<file path="src/rtl/sha_mmio_pkg.sv">
// Shared register map indices, CTRL bit positions and FSM states for the
// SHA-256 bus-side controller.
package sha_mmio_pkg;

  localparam int unsigned IDX_W      = 15;
  localparam int unsigned IDX_CTRL   = 0;
  localparam int unsigned IDX_LEN    = 1;
  localparam int unsigned IDX_SRC    = 2;
  localparam int unsigned IDX_MSG    = 8;
  localparam int unsigned IDX_DIG    = 64;

  localparam int unsigned CTRL_START = 0;
  localparam int unsigned CTRL_CLEAR = 1;
  localparam int unsigned CTRL_IRQEN = 2;

  typedef enum logic [2:0] {
    ST_IDLE,
    ST_SCAN,
    ST_REQ,
    ST_WAIT,
    ST_DONE
  } state_e;

endpackage

</file>
<file path="src/rtl/sha_pad_block.sv">
// Forms the single padded SHA-256 block from the message buffer and word count.
module sha_pad_block
  import sha_mmio_pkg::*;
#(
  parameter int unsigned MSG_WORDS = 13,
  parameter int unsigned LEN_W     = 4
) (
  input  logic [31:0]      msg_i [MSG_WORDS],
  input  logic [LEN_W-1:0] len_i,
  output logic [511:0]     block_o
);

  // Message words MSB-first, then the 1 marker bit, then the 64-bit bit length.
  always_comb begin
    block_o = '0;
    for (int unsigned i = 0; i < MSG_WORDS; i++) begin
      if (LEN_W'(i) < len_i) block_o[511-32*i -: 32] = msg_i[i];
    end
    for (int unsigned i = 1; i <= MSG_WORDS; i++) begin
      if (LEN_W'(i) == len_i) block_o[511-32*i] = 1'b1;
    end
    block_o[63:0] = {32'b0, 32'(len_i) << 5};
  end

endmodule

</file>
<file path="src/rtl/sha_mmio_ctrl.sv">
// NIOS I/O-bus controller for the SHA-256 core: message buffer, block padding,
// start/done sequencing, digest readback and done interrupt.
module sha_mmio_ctrl
  import sha_mmio_pkg::*;
#(
  parameter logic [15:0] BASE_ADDR   = 16'h0300,
  parameter int unsigned MSG_WORDS   = 13,
  parameter int unsigned DIGEST_BITS = 256
) (
  input  logic                   clk,
  input  logic                   reset,
  input  logic                   io_en,
  input  logic                   rw,
  input  logic                   byte_select,
  input  logic [15:0]            address,
  input  logic [7:0]             datain_nios,
  output logic [7:0]             dataout,
  output logic                   dataout_en,
  input  logic [31:0]            datain_scan,
  input  logic                   scan_valid,
  output logic [511:0]           core_block,
  output logic                   core_start,
  output logic                   core_rst,
  input  logic                   core_done,
  input  logic [DIGEST_BITS-1:0] core_digest,
  output logic                   hashing,
  output logic                   irq
);

  localparam int unsigned LEN_W     = $clog2(MSG_WORDS + 1);
  localparam int unsigned WORD_W    = (MSG_WORDS > 1) ? $clog2(MSG_WORDS) : 1;
  localparam int unsigned DIG_BYTES = DIGEST_BITS / 8;
  localparam int unsigned DK_W      = $clog2(DIG_BYTES);
  localparam int unsigned MSG_END   = IDX_MSG + 4 * MSG_WORDS;
  localparam int unsigned DIG_END   = IDX_DIG + DIG_BYTES;

  state_e                 state_q;
  logic                   done_q, irq_en_q, src_q;
  logic [LEN_W-1:0]       len_q, ptr_q;
  logic [31:0]            msg_q [MSG_WORDS];
  logic [DIGEST_BITS-1:0] digest_q;
  logic [7:0]             dataout_q;
  logic                   dataout_en_q, core_start_q, core_rst_q;
  logic                   wr_seen_q;
  logic [15:0]            wr_addr_q;

  logic [IDX_W-1:0]  idx;
  logic              is_reg, is_msg, is_dig, acc, wr_act, commit, rd_acc;
  logic              ctrl_wr, busy;
  logic [WORD_W-1:0] msg_word;
  logic [1:0]        msg_byte;
  logic [DK_W-1:0]   dig_k;
  logic [7:0]        rdata;

  function automatic logic [LEN_W-1:0] sat_len(input logic [7:0] v);
    if (v == 8'd0)                return LEN_W'(1);
    else if (v > 8'(MSG_WORDS))   return LEN_W'(MSG_WORDS);
    else                          return LEN_W'(v);
  endfunction

  // Address decode; a write commits only on the first cycle of its access.
  assign idx      = IDX_W'((address - BASE_ADDR) >> 1);
  assign is_reg   = idx <= IDX_W'(IDX_SRC);
  assign is_msg   = (idx >= IDX_W'(IDX_MSG)) && (idx < IDX_W'(MSG_END));
  assign is_dig   = (idx >= IDX_W'(IDX_DIG)) && (idx < IDX_W'(DIG_END));
  assign acc      = io_en & ~byte_select & (is_reg | is_msg | is_dig);
  assign wr_act   = io_en & ~byte_select & ~rw;
  assign commit   = acc & ~rw & ~(wr_seen_q && (wr_addr_q == address));
  assign rd_acc   = acc & rw;
  assign ctrl_wr  = commit && (idx == IDX_W'(IDX_CTRL));
  assign busy     = state_q != ST_IDLE;
  assign msg_word = WORD_W'((idx - IDX_W'(IDX_MSG)) >> 2);
  assign msg_byte = 2'(idx - IDX_W'(IDX_MSG));
  assign dig_k    = DK_W'(idx - IDX_W'(IDX_DIG));

  always_comb begin
    rdata = 8'h00;
    if (is_msg) begin
      rdata = msg_q[msg_word][{~msg_byte, 3'b000} +: 8];
    end else if (is_dig) begin
      rdata = digest_q[{dig_k, 3'b000} +: 8];
    end else begin
      case (idx)
        IDX_W'(IDX_CTRL): rdata = {5'b0, irq_en_q, busy, done_q};
        IDX_W'(IDX_LEN):  rdata = 8'(len_q);
        IDX_W'(IDX_SRC):  rdata = {7'b0, src_q};
        default:          rdata = 8'h00;
      endcase
    end
  end

  always_ff @(posedge clk) begin
    if (reset) begin
      state_q      <= ST_IDLE;
      done_q       <= 1'b0;
      irq_en_q     <= 1'b0;
      src_q        <= 1'b0;
      len_q        <= LEN_W'(1);
      ptr_q        <= '0;
      digest_q     <= '0;
      for (int unsigned i = 0; i < MSG_WORDS; i++) msg_q[i] <= '0;
      dataout_q    <= 8'h00;
      dataout_en_q <= 1'b0;
      core_start_q <= 1'b0;
      core_rst_q   <= 1'b0;
      wr_seen_q    <= 1'b0;
      wr_addr_q    <= '0;
    end else begin
      core_start_q <= 1'b0;
      core_rst_q   <= 1'b0;
      wr_seen_q    <= wr_act;
      wr_addr_q    <= address;
      dataout_q    <= rd_acc ? rdata : 8'h00;
      dataout_en_q <= rd_acc;

      // Configuration and buffer are frozen while a hash is in flight.
      if (commit && !busy) begin
        if (idx == IDX_W'(IDX_LEN)) len_q <= sat_len(datain_nios);
        if (idx == IDX_W'(IDX_SRC)) src_q <= datain_nios[0];
        if (is_msg) msg_q[msg_word][{~msg_byte, 3'b000} +: 8] <= datain_nios;
      end
      if (ctrl_wr) irq_en_q <= datain_nios[CTRL_IRQEN];

      case (state_q)
        ST_IDLE: begin
          if (ctrl_wr && datain_nios[CTRL_START] && !datain_nios[CTRL_CLEAR]) begin
            done_q <= 1'b0;
            if (src_q) begin
              state_q <= ST_SCAN;
              ptr_q   <= '0;
            end else begin
              state_q      <= ST_REQ;
              core_start_q <= 1'b1;
            end
          end
        end
        ST_SCAN: begin
          if (scan_valid) begin
            msg_q[WORD_W'(ptr_q)] <= datain_scan;
            ptr_q                 <= ptr_q + 1'b1;
            if (ptr_q == len_q - 1'b1) begin
              state_q      <= ST_REQ;
              core_start_q <= 1'b1;
            end
          end
        end
        ST_REQ:  state_q <= ST_WAIT;
        ST_WAIT: begin
          if (core_done) begin
            digest_q <= core_digest;
            done_q   <= 1'b1;
            state_q  <= ST_DONE;
          end
        end
        ST_DONE: state_q <= ST_IDLE;
        default: state_q <= ST_IDLE;
      endcase

      // Clear overrides everything above, including a same-cycle start.
      if (ctrl_wr && datain_nios[CTRL_CLEAR]) begin
        state_q      <= ST_IDLE;
        done_q       <= 1'b0;
        ptr_q        <= '0;
        core_start_q <= 1'b0;
        core_rst_q   <= 1'b1;
      end
    end
  end

  sha_pad_block #(
    .MSG_WORDS (MSG_WORDS),
    .LEN_W     (LEN_W)
  ) u_pad (
    .msg_i   (msg_q),
    .len_i   (len_q),
    .block_o (core_block)
  );

  assign dataout    = dataout_q;
  assign dataout_en = dataout_en_q;
  assign core_start = core_start_q;
  assign core_rst   = core_rst_q;
  assign hashing    = (state_q == ST_SCAN) || (state_q == ST_REQ) || (state_q == ST_WAIT);
  assign irq        = done_q & irq_en_q;

endmodule

</file>
<file path="config.mk">
export PLATFORM = sky130hd
export DESIGN_NAME = sha_mmio_ctrl
export DESIGN_NICKNAME = d
export VERILOG_FILES = /design/src/rtl/sha_mmio_pkg.sv /design/src/rtl/sha_pad_block.sv /design/src/rtl/sha_mmio_ctrl.sv
export SDC_FILE = /design/constraint.sdc
export NUM_CORES = 2
export LEC_CHECK = 0
export ABC_CLOCK_PERIOD_IN_PS = 4500
export BUFFER_PORTS_ARGS = -buffer_cell sky130_fd_sc_hd__buf_2
export CORE_MARGIN = 1.5
export CORE_UTILIZATION = 35
export DETAILED_ROUTE_END_ITERATION = 8
export SLEW_MARGIN = 20
export SYNTH_ARGS = -nofsm -noshare
export SYNTH_HDL_FRONTEND = slang
export SYNTH_SLANG_ARGS = --single-unit
</file>
<file path="constraint.sdc">
create_clock -name clk -period 4.5 [get_ports clk]
set_clock_uncertainty 0.1 [all_clocks]
set_input_delay 0 -clock clk [delete_from_list [all_inputs] [get_ports clk]]
set_output_delay 0 -clock clk [all_outputs]
set_load 0.1 [all_outputs]
</file>
# After elaboration in Yosys (flattened, before gate mapping)
# Cells that the tools add are included.
dict set report word_totals {
  input_bits 319
  out_inout_bits 525
  regBits 714
}
dict set report op_classes {
  n_reduce_logical 28
  add_sub_neg 6
  n_shift 4
  n_eq_ne 25
  mux 64
  order_cmp 23
  bitwise_logic 16
}
# cell n
set op_table {}
lappend op_table {{two-way mux 416 bit} 5}
lappend op_table {{bitwise mux 416 bit} 2}
lappend op_table {{two-way mux 32 bit} 17}
lappend op_table {{demux 32 bit (select 4 bit)} 2}
lappend op_table {{indexed part select 256 x 9 -> 8 bit} 1}
lappend op_table {{binary-select mux 32 bit (select 4 bit)} 1}
lappend op_table {{variable shift 8 x 7 -> 32 bit (first input constant)} 1}
lappend op_table {{indexed part select 32 x 6 -> 8 bit} 1}
lappend op_table {{indexed part select 8 x 7 -> 32 bit} 1}
lappend op_table {{equality test 4 bit (first input constant)} 6}
lappend op_table {{less-than comparator 4 bit (first input constant)} 5}
lappend op_table {{two-way mux 1 bit} 20}
lappend op_table {{two-way mux 4 bit} 5}
lappend op_table {{equality test 16 bit} 1}
lappend op_table {{equality test 3 x 4 -> 1 bit (first input constant)} 4}
lappend op_table {{less-than comparator 3 x 4 -> 1 bit (first input constant)} 4}
lappend op_table {{two-way mux 8 bit} 2}
lappend op_table {{subtractor 16 x 10 -> 16 bit (second input constant)} 1}
lappend op_table {{equality test 15 x 1 -> 1 bit (second input constant)} 1}
lappend op_table {{equality test 15 x 2 -> 1 bit (second input constant)} 1}
lappend op_table {{>= comparator 15 x 4 -> 1 bit (second input constant)} 1}
lappend op_table {{>= comparator 15 x 7 -> 1 bit (second input constant)} 1}
lappend op_table {{less-or-equal comparator 15 x 2 -> 1 bit (second input constant)} 1}
lappend op_table {{zero test 15 bit} 1}
lappend op_table {{40 further kinds} 81}

# Depth between registers and ports, before layout
dict set report logic_depth {
  word_depth 14
  depth_mapped 14
}

# Cells and area by module
# Synthesis repeated with hierarchy kept, for this count alone.
dict set report unflattened {
  cells_unflattened 4915
  area_unflattened_um2 39191.3
}
# mod cells_per_inst area_per_inst_um2 instances
set by_module_without_submodules {}
lappend by_module_without_submodules {sha_mmio_ctrl 4312 35270.1 1}
lappend by_module_without_submodules {sha_pad_block 603 3921.3 1}

# Worst setup path after synthesis
# No wires, ideal clock.
dict set report synth_path {
  path_kind {register -> output}
  startpoint {reg len_q[1]}
  endpoint {out core_block[447]}
  stages_incl_launch_ff 5
  arrival_ps 3908
  slack_ps 492
  path_buffers 1
  cell_sequence {dfxtp_1 > ha_1 > nor3_1 > clkbuf_1 > o21ai_0}
}
dict set report synth_between {
  elab_chain_len 3
  word_cells_on_any_way 4
  classes_between {order compare (1); eq/ne (1); mux (2)}
}
# element line
set synth_rtl {}
lappend synth_rtl {{start, declared} sha_mmio_ctrl.sv:39} ;# logic [LEN_W-1:0] len_q, ptr_q;
lappend synth_rtl {{start signal, assigned} sha_mmio_ctrl.sv:118} ;# if (idx == IDX_W'(IDX_LEN)) len_q <= sat_len(datain_nios);
lappend synth_rtl {{less-than comparator 2 x 4 -> 1 bit} sha_pad_block.sv:17} ;# if (LEN_W'(i) < len_i) block_o[511-32*i -: 32] = msg_i[i];
lappend synth_rtl {{two-way mux 32 bit} sha_pad_block.sv:17}
lappend synth_rtl {{two-way mux 1 bit *} sha_pad_block.sv:20} ;# if (LEN_W'(i) == len_i) block_o[511-32*i] = 1'b1;
lappend synth_rtl {{end, declared} sha_mmio_ctrl.sv:21} ;# output logic [511:0] core_block,
# Mark *: on every way between the ends. The rest lies on a longest branch, timed or not.

# Worst setup path in the final report
dict set report layout_path {
  startpoint {in address[5]}
  endpoint {reg msg_q[9] (netlist bit)}
}
dict set report layout_between {
  elab_chain_len 14
  word_cells_on_any_way 31
  classes_between {add/sub (2); order compare (7); eq/ne (1); mux (9); bitwise (7); reduce/logical (5)}
}
# element line
set layout_rtl {}
lappend layout_rtl {{start, declared} sha_mmio_ctrl.sv:15} ;# input logic [15:0] address,
lappend layout_rtl {{subtractor 16 x 10 -> 16 bit} sha_mmio_ctrl.sv:62} ;# assign idx = IDX_W'((address - BASE_ADDR) >> 1);
lappend layout_rtl {{subtractor 6 x 4 -> 6 bit (tied with other cells)} n/a}
lappend layout_rtl {{inverter 4 -> 5 bit or logical AND 1 bit (tied branches)} {sha_mmio_ctrl.sv:120, sha_mmio_ctrl.sv:64}}
lappend layout_rtl {{>= comparator 5 bit (not written as such) (tied with other cells)} sha_mmio_ctrl.sv:120} ;# if (is_msg) msg_q[msg_word][{~msg_byte, 3'b000} +: 8] <= datain_nios;
lappend layout_rtl {{logical AND 1 bit (not written as such) or OR 1 bit (tied branches)} {sha_mmio_ctrl.sv:120, sha_mmio_ctrl.sv:66}}
lappend layout_rtl {{two-way mux 32 bit (not written as such) or AND 1 bit (tied branches)} {sha_mmio_ctrl.sv:120, sha_mmio_ctrl.sv:66}}
lappend layout_rtl {{demux 32 bit (select 4 bit) or AND 1 bit (tied branches)} {sha_mmio_ctrl.sv:120, sha_mmio_ctrl.sv:68}}
lappend layout_rtl {{bitwise mux 416 bit or AND 1 bit (tied branches)} {sha_mmio_ctrl.sv:120, sha_mmio_ctrl.sv:68}}
lappend layout_rtl {{two-way mux 416 bit or logical AND 1 bit (tied branches)} {sha_mmio_ctrl.sv:120, sha_mmio_ctrl.sv:117}}
lappend layout_rtl {{two-way mux 416 bit *} sha_mmio_ctrl.sv:117} ;# if (commit && !busy) begin
lappend layout_rtl {{two-way mux 416 bit *} sha_mmio_ctrl.sv:93} ;# if (reset) begin
lappend layout_rtl {{bitwise mux 416 bit} sha_mmio_ctrl.sv:139} ;# msg_q[WORD_W'(ptr_q)] <= datain_scan;
lappend layout_rtl {{two-way mux 416 bit} sha_mmio_ctrl.sv:138} ;# if (scan_valid) begin
lappend layout_rtl {{two-way mux 416 bit *} sha_mmio_ctrl.sv:124} ;# case (state_q)
lappend layout_rtl {{end signal, assigned by index} sha_mmio_ctrl.sv:120}
lappend layout_rtl {{end signal, assigned by index} sha_mmio_ctrl.sv:139}
lappend layout_rtl {{end, declared} sha_mmio_ctrl.sv:40} ;# logic [31:0] msg_q [MSG_WORDS];
# Mark *: on every way between the ends. The rest lies on a longest branch, timed or not. The select of a mux whose other input is x is not followed.
# A chain may end at the register's enable or synchronous reset.

==> summary.md <==
The checks that failed: design-rule violations. The run gives 0.420 as the sequential share of power. Maximum clock insertion buffer count: 3. By area, the combinational part of the netlist is dominated by simple AND/OR/NAND/NOR gates. In this run the worst path has a maximum fanout of 17. TritonCTS built the clock tree. Across the VDD grid, the largest voltage drop is 0.000233 V. The number of top-level pins was 844; the number of gates resized after CTS was 0.

The area growth from synthesis to layout is 31.8%. The wire length per cell came out at 29.8 um. The cell sitting at the root of the clock tree is a sky130_fd_sc_hd__clkbuf_16. The run gives 714 as the sink count of the clock tree. The number of enable-type register cells in the synthesized netlist works out to 0. The commonest register cell after synthesis is sky130_fd_sc_hd__dfxtp_1.

The number of cells on the worst hold path was 4; the pin count of the biggest net entering global routing was 200. The proportion of power drawn by the clock network was 0.471. Kind of end point of the critical path: a flop.

The maximum operating frequency came out at 231 MHz. The H-tree was split into 3 levels. The run gives 84 as the TritonCTS buffer count. The violation count after the first detailed-route iteration is 5,319, and the share of flip-flops with an asynchronous set or reset after synthesis is 0. At the worst endpoint, the required time is 4.95 ns. Yosys printed 0 warnings. The finished cells cover 49,200 sq um. The worst max-slew margin expressed relative to the limit was 0.148. The run gives 140,000 um as the post-detailed-placement half-perimeter wirelength. The net count reported at finish is 5,578.

The multiplexer area fraction after synthesis came out at 0.106. The fraction of layout cells with a size suffix above 1 is 0.242, and the power per unit of standard cell area is 307 nW/um^2. The synthesized netlist occupies a cell area of 37,300 sq um. Wires add up to 200,000 um. The share of synthesized cell area in full adder, half adder and majority cells was 0.00671; the wire length of the first global-routing pass was 280,000 um. The via count of the first global-routing pass is 38,900, and the post-detailed-route DRC marker count is 144. The net switching fraction of the power was 0.270; the sequential-to-total area share from yosys stat was 0.383. In this run the cell area measured after placement is 42,200 sq um. The xor-xnor portion of the synthesized cell area was 0.00607. The synthesized-area fraction occupied by ao, oa, aoi and oai cells was 0.193. The first detailed-routing pass took 9 iterations. The run gives 15.1 mW as the overall power. In this run the remaining antenna-violating nets after routing total 0.

In this run the core area contains 119 standard-cell rows. Fraction of the cycle the final worst path needs: 0.960. Placer congestion estimate: 1.00. For the worst flop-to-flop path, the logic depth is 7. The clock reaches the later pin of the worst-skew pair after 0.67 ns.

The area fraction in and, or, nand and nor cells after synthesis came out at 0.242. Leaving out fill and tap cells, the most frequent cell in the layout is sky130_fd_sc_hd__buf_2. The logs give 4,241 for the post-synthesis cell count and 83 for the distinct cell type count of the synthesized netlist. For the pin with the worst max-slew slack, the measured transition is 1.27 ns.

Setup violations remaining at the end of the flow were counted as 0. The die span in y came out at 330 um. In this run the tool buffered the top-level ports with 752 buffer cells.

Setup slack on the worst reg-to-reg path comes out at 0.35 ns. After clock tree synthesis, the clock-pin slew on the worst setup and hold paths is 0.06 ns. The placeable core area is 106,000 sq um, and the via density per instance is 6.01. For this block, the via count after detailed routing is 40,400. The share of the core filled with cells in the final layout came out at 0.466. The tools report the net switching power figure as 4.08 mW. The leakage power summed over all cells came out at 19.9 nW. The kind of launch point of the worst setup path is a primary input. The die outline area came out at 109,000 sq um. The die is 330 um wide. Setup repair after global routing left no endpoint under its margin. The category of the critical setup timing path is primary input to flop. The proportion of power drawn by combinational gates is 0.109, and the number of max-cap violations is 0. The tools report the initial antenna violation count as 30. The logs give 0.356 for the overall routing resource usage and 11.0 mW for the internal power contribution.

The worst hold path belongs to the class primary input to flop. After routing, the total negative slack on setup checks comes to 0 ns. For the worst setup path, the data arrival time is 4.77 ns. The flow ran to the end, but the final reports show violations.

Global routing finished with a remaining overflow of 0. A synthesized cell averages 8.80 sq um. The logs give 0.353 for the effective utilization at floorplan and 0 for the hold violation count in the final report. Subtracting the final worst setup slack from the clock period gives 4.32 ns. The run gives 0 as the number of slew-limit violations in the final report. In the layout the commonest cells are sky130_fd_sc_hd__buf_2, sky130_fd_sc_hd__nand2_1, sky130_fd_sc_hd__dfxtp_1, sky130_fd_sc_hd__dlygate4sd3_1, sky130_fd_sc_hd__nor2_1. The number of synthesized register bits came out at 714.
-- cell families (layout without fill, tap and decap cells) --
group,count (synthesis),in the layout
AO/OA/AOI/OAI,923,923
adder cells (fa/ha/maj),20,20
XOR/XNOR,25,25
flip-flops,714,714
other,1,115
buffers and inverters,498,1466
multiplexers,182,182
AND/OR/NAND/NOR,1878,1878
-- power by group through the flow --
stage	logic, mW	clock network, mW	registers (mW)
final	1.65	7.11	6.33
after detailed placement	1.33	0	6.47
after global placement	1.33	0	6.47
after CTS	1.58	7.15	6.33
after global routing	1.68	7.38	6.33
after floorplan	0.876	0	6.47
-- per-stage QoR --
stage | instances | hold slack (ns) | setup slack, ns
after floorplan | 4331 | 0.0178 | 0.492
after global placement | 6136 | 0.127 | 0.783
after detailed placement | 6136 | 0.125 | 0.736
after CTS | 6688 | 0.000296 | 0.309
after global routing | 6697 | 0.0383 | 0.0627
final | 6714 | 0.0330 | 0.179
-- synth_stat cells (16+ instances only) --
cell type,instances,area [sq um]
sky130_fd_sc_hd__xnor2_1,23,201
sky130_fd_sc_hd__a221o_1,214,2140
sky130_fd_sc_hd__a21o_1,18,135
sky130_fd_sc_hd__o21ai_0,30,150
sky130_fd_sc_hd__nor2_1,344,1290
sky130_fd_sc_hd__a211o_1,44,385
sky130_fd_sc_hd__nand2_1,715,2680
sky130_fd_sc_hd__a22oi_1,43,323
sky130_fd_sc_hd__nand3_1,152,761
sky130_fd_sc_hd__buf_1,45,169
sky130_fd_sc_hd__clkbuf_1,286,1070
sky130_fd_sc_hd__ha_1,20,250
sky130_fd_sc_hd__dfxtp_1,714,14300
sky130_fd_sc_hd__and2_1,191,1190
sky130_fd_sc_hd__and3_1,114,713
sky130_fd_sc_hd__o221ai_1,75,657
sky130_fd_sc_hd__a31oi_1,26,163
sky130_fd_sc_hd__mux4_2,170,3830
sky130_fd_sc_hd__nand4_1,28,175
sky130_fd_sc_hd__buf_4,95,713
sky130_fd_sc_hd__a221oi_1,30,263
sky130_fd_sc_hd__o2bb2a_1,16,160
sky130_fd_sc_hd__nand2b_1,47,294
sky130_fd_sc_hd__a21oi_1,292,1460
sky130_fd_sc_hd__nor2b_1,214,1340
sky130_fd_sc_hd__a31oi_4,20,425
sky130_fd_sc_hd__o211ai_1,51,383
sky130_fd_sc_hd__buf_2,49,245
-- critical path: stages --
cell	delay, ns
sky130_fd_sc_hd__dlygate4sd3_1	0.55
sky130_fd_sc_hd__buf_2	0.35
sky130_fd_sc_hd__clkinv_1	0.23
sky130_fd_sc_hd__ha_1	0.30
sky130_fd_sc_hd__xnor2_2	0.26
sky130_fd_sc_hd__nor3_2	0.55
sky130_fd_sc_hd__buf_4	0.37
sky130_fd_sc_hd__nand4_1	0.78
sky130_fd_sc_hd__and3_1	0.53
sky130_fd_sc_hd__a211o_1	0.27
sky130_fd_sc_hd__dlygate4sd3_1	0.56
-- registers in the layout, indices dropped and copies added (netlist names) --
signal / count
ptr_q: 4
digest_q: 256
state_q: 3
dataout: 8
core_rst: 1
msg_q: 416
wr_addr_q: 16
done_q: 1
len_q: 4
src_q: 1
dataout_en: 1
core_start: 1
irq_en_q: 1
wr_seen_q: 1
-- final cells by class --
type	count	area (sq um)
fillers	10100	56400
multi-input cells	3119	21200
flip-flops and latches	714	14300
repair buffers	1302	9040
clock buffers	116	2440
well taps	1391	1740
clock inverters	30	377
inverters	18	67.6
diodes	24	60.1
-- layer usage --
metal / part of all wire / track usage / up-vias
li1: - / - / 17200
met5: 0.00037 / 0 / -
met3: 0.11 / 0.0860 / 661
met1: 0.36 / 0.424 / 19500
met2: 0.46 / 0.578 / 3038
met4: 0.067 / 0.221 / 14
-- what timing repair did --
item / CTS / global route
setup endpoints to repair: 0 / 5
hold buffers: 406 / 0
setup buffers: 0 / 2
hold endpoints to repair: 554 / 0
-- worst paths after layout --
path,startpoint,end
setup / recovery,address[5],msg_q[9]
hold / removal,core_digest[193],digest_q[193]
setup reg to reg,state_q[2],msg_q[9]
hold reg to reg,digest_q[131],digest_q[131]
No activity file was read; power rests on OpenSTA's default activity.
